--- config.mk ---
export PLATFORM = sky130hd
export DESIGN_NAME = float_conv_mc
export DESIGN_NICKNAME = d
export VERILOG_FILES = /design/src/rtl/float_conv_pkg.sv /design/src/rtl/float_conv_lzd.sv /design/src/rtl/float_conv_mc.sv
export SDC_FILE = /design/constraint.sdc
export NUM_CORES = 1
export LEC_CHECK = 0
export ABC_AREA = 1
export BUFFER_PORTS_ARGS = -buffer_cell sky130_fd_sc_hd__buf_2
export CAP_MARGIN = 20
export CELL_PAD_IN_SITES_DETAIL_PLACEMENT = 1
export CELL_PAD_IN_SITES_GLOBAL_PLACEMENT = 1
export CORE_MARGIN = 8
export CORE_UTILIZATION = 40
export CTS_CLUSTER_SIZE = 12
export DETAILED_ROUTE_END_ITERATION = 10
export GPL_TIMING_DRIVEN = 0
export PLACE_DENSITY_LB_ADDON = 0.1
export SLEW_MARGIN = 20
export SYNTH_ARGS = -nofsm -noshare
export SYNTH_HDL_FRONTEND = slang
export SYNTH_HIERARCHICAL = 1
export SYNTH_SLANG_ARGS = --single-unit
--- constraint.sdc ---
create_clock -name clk -period 2.4 [get_ports clk]
set_input_delay 0.48 -clock clk [delete_from_list [all_inputs] [get_ports clk]]
set_output_delay 0.48 -clock clk [all_outputs]
set_load 0.02 [all_outputs]
--- src/rtl/float_conv_pkg.sv ---
// Shared constants and helpers for the float_conv_mc DQ -> DQ0 converter.
// Field offsets and ZERO_MANT describe the default {sign, exp, mant} layout.
package float_conv_pkg;

    localparam int unsigned DEF_MAG_W  = 15;
    localparam int unsigned DEF_EXP_W  = 4;
    localparam int unsigned DEF_MANT_W = 6;
    localparam int unsigned DEF_NCH    = 8;

    localparam int unsigned MANT_LSB  = 0;
    localparam int unsigned EXP_LSB   = DEF_MANT_W;
    localparam int unsigned SIGN_POS  = DEF_MANT_W + DEF_EXP_W;
    localparam int unsigned ZERO_MANT = 1 << (DEF_MANT_W - 1);

    function automatic int unsigned clog2(input int unsigned v);
        int unsigned r = 0;
        int unsigned x = 1;
        while (x < v) begin
            x = x << 1;
            r++;
        end
        return r;
    endfunction

    // Channel tag width never collapses to zero bits, even for a single channel.
    function automatic int unsigned ch_width(input int unsigned nch);
        return (clog2(nch) > 0) ? clog2(nch) : 1;
    endfunction

endpackage

--- src/rtl/float_conv_lzd.sv ---
// Combinational leading-one detector: exponent = MSB index + 1, or 0 with a
// zero flag when the magnitude is all zeros.
module float_conv_lzd
    import float_conv_pkg::*;
#(
    parameter int unsigned MAG_W = DEF_MAG_W,
    parameter int unsigned EXP_W = DEF_EXP_W
) (
    input  logic [MAG_W-1:0] i_mag,
    output logic [EXP_W-1:0] o_exp,
    output logic             o_zero
);

    always_comb begin
        o_exp  = '0;
        o_zero = (i_mag == '0);
        for (int unsigned i = 0; i < MAG_W; i++) begin
            if (i_mag[i]) o_exp = EXP_W'(i + 1);
        end
    end

endmodule

--- src/rtl/float_conv_mc.sv ---
// Multi-channel 2-stage DQ -> DQ0 floating-point converter with valid/ready
// streaming and channel tags. FLOAT_CONV_STATS_EN adds zero-magnitude counters.
module float_conv_mc
    import float_conv_pkg::*;
#(
    parameter int unsigned MAG_W  = DEF_MAG_W,
    parameter int unsigned EXP_W  = DEF_EXP_W,
    parameter int unsigned MANT_W = DEF_MANT_W,
    parameter int unsigned NCH    = DEF_NCH,
    localparam int unsigned CH_W  = ch_width(NCH),
    localparam int unsigned OUT_W = 1 + EXP_W + MANT_W
) (
    input  logic              clk,
    input  logic              reset,
    input  logic              scan_in0,
    input  logic              scan_in1,
    input  logic              scan_in2,
    input  logic              scan_in3,
    input  logic              scan_in4,
    input  logic              scan_enable,
    input  logic              test_mode,
    output logic              scan_out0,
    output logic              scan_out1,
    output logic              scan_out2,
    output logic              scan_out3,
    output logic              scan_out4,
    input  logic              flush,
    input  logic              in_valid,
    output logic              in_ready,
    input  logic [CH_W-1:0]   in_ch,
    input  logic [MAG_W:0]    DQ,
    output logic              out_valid,
    input  logic              out_ready,
    output logic [CH_W-1:0]   out_ch,
    output logic [OUT_W-1:0]  DQ0
`ifdef FLOAT_CONV_STATS_EN
    ,
    input  logic [CH_W-1:0]   stat_ch,
    output logic [15:0]       stat_cnt
`endif
);

    localparam logic [MANT_W-1:0] L_ZERO_MANT = MANT_W'(1) << (MANT_W - 1);

    logic              r_ready_en;
    logic              r_s1_valid;
    logic [MAG_W-1:0]  r_s1_mag;
    logic              r_s1_sign;
    logic [CH_W-1:0]   r_s1_ch;
    logic [EXP_W-1:0]  r_s1_exp;
    logic              r_s1_zero;
    logic              r_s2_valid;
    logic              r_s2_sign;
    logic [EXP_W-1:0]  r_s2_exp;
    logic [MANT_W-1:0] r_s2_mant;
    logic [CH_W-1:0]   r_s2_ch;

    logic [EXP_W-1:0]  w_in_exp;
    logic              w_in_zero;
    logic              w_s2_load;
    logic              w_s1_load;
    logic              w_accept;
    logic [MANT_W-1:0] w_mant;

    assign scan_out0 = test_mode & scan_enable & scan_in0;
    assign scan_out1 = test_mode & scan_enable & scan_in1;
    assign scan_out2 = test_mode & scan_enable & scan_in2;
    assign scan_out3 = test_mode & scan_enable & scan_in3;
    assign scan_out4 = test_mode & scan_enable & scan_in4;

    float_conv_lzd #(
        .MAG_W (MAG_W),
        .EXP_W (EXP_W)
    ) u_lzd (
        .i_mag  (DQ[MAG_W-1:0]),
        .o_exp  (w_in_exp),
        .o_zero (w_in_zero)
    );

    // S1 may fill behind a stalled S2 when empty, so in_ready reduces to the
    // !s2_valid || out_ready || !s1_valid form.
    assign w_s2_load = !r_s2_valid || out_ready;
    assign w_s1_load = !r_s1_valid || w_s2_load;
    assign in_ready  = r_ready_en && !flush && w_s1_load;
    assign w_accept  = in_valid && in_ready;

    assign w_mant = r_s1_zero ? L_ZERO_MANT
                              : MANT_W'({r_s1_mag, {MANT_W{1'b0}}} >> r_s1_exp);

    always_ff @(posedge clk or negedge reset) begin
        if (!reset) r_ready_en <= 1'b0;
        else        r_ready_en <= 1'b1;
    end

    always_ff @(posedge clk or negedge reset) begin
        if (!reset) begin
            r_s1_valid <= 1'b0;
            r_s1_mag   <= '0;
            r_s1_sign  <= 1'b0;
            r_s1_ch    <= '0;
            r_s1_exp   <= '0;
            r_s1_zero  <= 1'b0;
        end else if (flush) begin
            r_s1_valid <= 1'b0;
        end else if (w_s1_load) begin
            r_s1_valid <= w_accept;
            if (w_accept) begin
                r_s1_mag  <= DQ[MAG_W-1:0];
                r_s1_sign <= DQ[MAG_W];
                r_s1_ch   <= in_ch;
                r_s1_exp  <= w_in_exp;
                r_s1_zero <= w_in_zero;
            end
        end
    end

    always_ff @(posedge clk or negedge reset) begin
        if (!reset) begin
            r_s2_valid <= 1'b0;
            r_s2_sign  <= 1'b0;
            r_s2_exp   <= '0;
            r_s2_mant  <= '0;
            r_s2_ch    <= '0;
        end else if (flush) begin
            r_s2_valid <= 1'b0;
        end else if (w_s2_load) begin
            r_s2_valid <= r_s1_valid;
            if (r_s1_valid) begin
                r_s2_sign <= r_s1_sign;
                r_s2_exp  <= r_s1_exp;
                r_s2_mant <= w_mant;
                r_s2_ch   <= r_s1_ch;
            end
        end
    end

    assign out_valid = r_s2_valid;
    assign out_ch    = r_s2_ch;
    assign DQ0       = {r_s2_sign, r_s2_exp, r_s2_mant};

`ifdef FLOAT_CONV_STATS_EN
    logic [15:0] r_zcnt [NCH];
    logic [15:0] r_stat_cnt;

    always_ff @(posedge clk or negedge reset) begin
        if (!reset) begin
            for (int unsigned i = 0; i < NCH; i++) r_zcnt[i] <= '0;
            r_stat_cnt <= '0;
        end else begin
            if (flush) begin
                for (int unsigned i = 0; i < NCH; i++) r_zcnt[i] <= '0;
            end else if (w_accept && w_in_zero) begin
                r_zcnt[in_ch] <= r_zcnt[in_ch] + 16'd1;
            end
            r_stat_cnt <= (32'(stat_ch) < NCH) ? r_zcnt[stat_ch] : '0;
        end
    end

    assign stat_cnt = r_stat_cnt;
`endif

endmodule

==> out/metrics.yaml <==
syn_to_final_growth_pct: 18.8
syn-num-nets: 372
worst_pin_slew_ns: 0.910
core_area_mm2: 0.00589
yosys_register_bits: 41
crit_chain: "inv_1, nor2_2, nand2_1, nand3_1, inv_2, buf_2, buf_2"
required_ns: 1.92
r2r_cells: 8
synthCells: 341
cpMaxStageDelayCell: "dfrtp_1"
finalHoldViolations: 0
cts-root-buf: "clkbuf_8"
wl_per_cell_um: 14.4
synth-edff-count: 0
synth_area_leaders: "dfrtp_1, nand2_1, nand3_1"
post-cts-setup-buffers: 0
globalRoute.busiestLayer: "met2"
synth_commonest_cells: "nand2_1, nand3_1, dfrtp_1"
clock_latency_ns: 0.30
rsz0062_at_grt: "false"
yosysMostFrequentCell: "nand2_1"
hp-class: "primary input to asynchronous set/reset pin"
die_w_um: 93.9
period_needed_ns: 1.98
power_density_mw_per_mm2: 740
fin_crit_sh_pct: 82.5
crit_top_cell: "buf_2"
use_met1_pct: 20.3
critPathMaxFanout: 10
first_pass_iters: 4
dp_hpwl_um: 5480
critPathLaunchType: "flip-flop"
wirelength_um: 6800
ioPinCount: 52
die_height_um: 93.9
htreeDepth: 2
met2_usage_pct: 29.3
die_area_mm2: 0.00881
setup_viol: 0
endpoint_kind: "output port"
cts_sinks: 41
rrSetupSlack_ns: 0.95
grt_max_degree: 42
drive_gt1_share_pct: 25.1
synthFlopType: "dfrtp_1"
cts_buffers: 5
diodes: 0
ys_warn_count: 6
drt_iter0_drc: 93
start_util_pct: 41.2
clock_skew_ns: 0.00548
cts_resized: 0
syn_area_mm2: 0.00242
routed-via-count: 2295
yosys.area.top_type: "dfrtp_1"
r2r-start: "out_valid$_DFFE_PN0P_"
globalplace.congestion: 0.816
slew_headroom_pct: 39.4
maxCapViolations: 0
vias_per_cell: 4.84
slowest_delay_ns: 0.38
status: "completed"
io_buffer_count: 50
std_cell_rows: 28
r2r-end: "r_s2_mant[5]$_DFFE_PN0P_"
grt_pass1_wl_um: 12000
leakagePower_uw: 0.00162
maxSlewViolCount: 0
worstPathArrival_ns: 1.50
cts_tree: "done"
async_flop_share_pct: 100
synth_top_area_share_pct: 42.3
holdBufCountCts: 0
grt_overflow_total: 0
grt_pass1_vias: 2520
drcViolationCount: 0
cp-startpoint: "out_valid$_DFFE_PN0P_"
syn_area_per_cell_um2: 7.11
cts.path.max_buffers: 2
nNetsFinal: 429
use_met3_pct: 4.00
synth_cell_types: 25
clkTransAtPathRegs_ns: 0.09
final_core_util_pct: 49.0
grt_usage_pct: 16.9
antenna_found_initial: 0
crit_end: "in_ready"
crit_type: "flip-flop to output port"
synth_seq_area_share_pct: 42.3
fmax_mhz: 505
ant_nets: 0
final.setup.tns_ns: 0
ir_drop_v: 0.000387
-- power by group --
part	switching [µW]	internal, µW	total [µW]
Sequential	75.7	813	888
Clock	260	312	572
Combinational	424	247	671
Total	759	1370	2130
-- flip-flops by register name (all words and copies together), names as in the netlist, 3 cells and up --
register,flops
r_s1_mag,15
r_s2_mant,6
r_s1_ch,3
r_s2_exp,4
r_s1_exp,4
out_ch,3
-- stage by stage --
step	area (µm²)	hold WS (ns)	total power, µW	setup WS, ns	std cells
after floorplan	2420	0.184	1350	0.885	341
after global routing	2880	0.361	2280	0.298	474
after global placement	2770	0.455	1560	0.625	466
final	2880	0.303	2130	0.421	474
after detailed placement	2770	0.459	1580	0.598	466
after CTS	2880	0.332	2150	0.410	474
-- worst min path at each step --
stage	startpoint	end	depth (start not counted)
2_1_floorplan	reset	out_ch[0]$_DFFE_PN0P_	0
5_1_grt	flush	out_valid$_DFFE_PN0P_	2
3_3_place_gp	r_s1_ch[1]$_DFFE_PN0P_	out_ch[1]$_DFFE_PN0P_	2
3_5_place_dp	r_s1_ch[0]$_DFFE_PN0P_	out_ch[0]$_DFFE_PN0P_	2
6_report	reset	out_ch[2]$_DFFE_PN0P_	1
4_1_cts	reset	out_ch[2]$_DFFE_PN0P_	1
-- critical path, delay by kind of cell, from the launching register on --
kind,cells,cell delay (ns)
buf+inv,4,0.64
flops,1,0.38
simple gates,3,0.19
-- per-layer routing --
| layer | vias up | wire, µm |
|---|---|---|
| li1 | 1176 | - |
| met1 | 1070 | 3010 |
| met2 | 42 | 3400 |
| met3 | 7 | 317 |
| met4 | 0 | 72 |
| met5 | - | 0 |
-- logic make-up (layout without fill, tap and decap cells) --
logic type	Yosys count	count (layout)	share of synthesized area, %
AO/OA/AOI/OAI	26	26	5.57
buffers and inverters	54	112	12.2
flip-flops	41	41	42.3
other	1	1	0.155
AND/OR/NAND/NOR	219	219	39.8
-- layout by cell type (no fill, tap or decap), types with 7 or more instances in the layout --
cell	netlist	routed
nor2_1	27	27
nand2_2	8	8
dfrtp_1	41	41
buf_2	5	55
a21oi_1	14	14
inv_2	7	7
nand3_1	51	51
o21ai_0	7	7
inv_1	28	28
nand2_1	123	123
-- final cells by class --
type,count,area (µm²)
buffer,17,146
multi-input combinational,246,1100
timing repair buffer,50,250
tap,75,93.8
sequential,41,1030
inverter,37,149
clock inverter,3,43.8
fill,823,3000
clock buffer,5,68.8
Power figures use the tool's default switching activity.
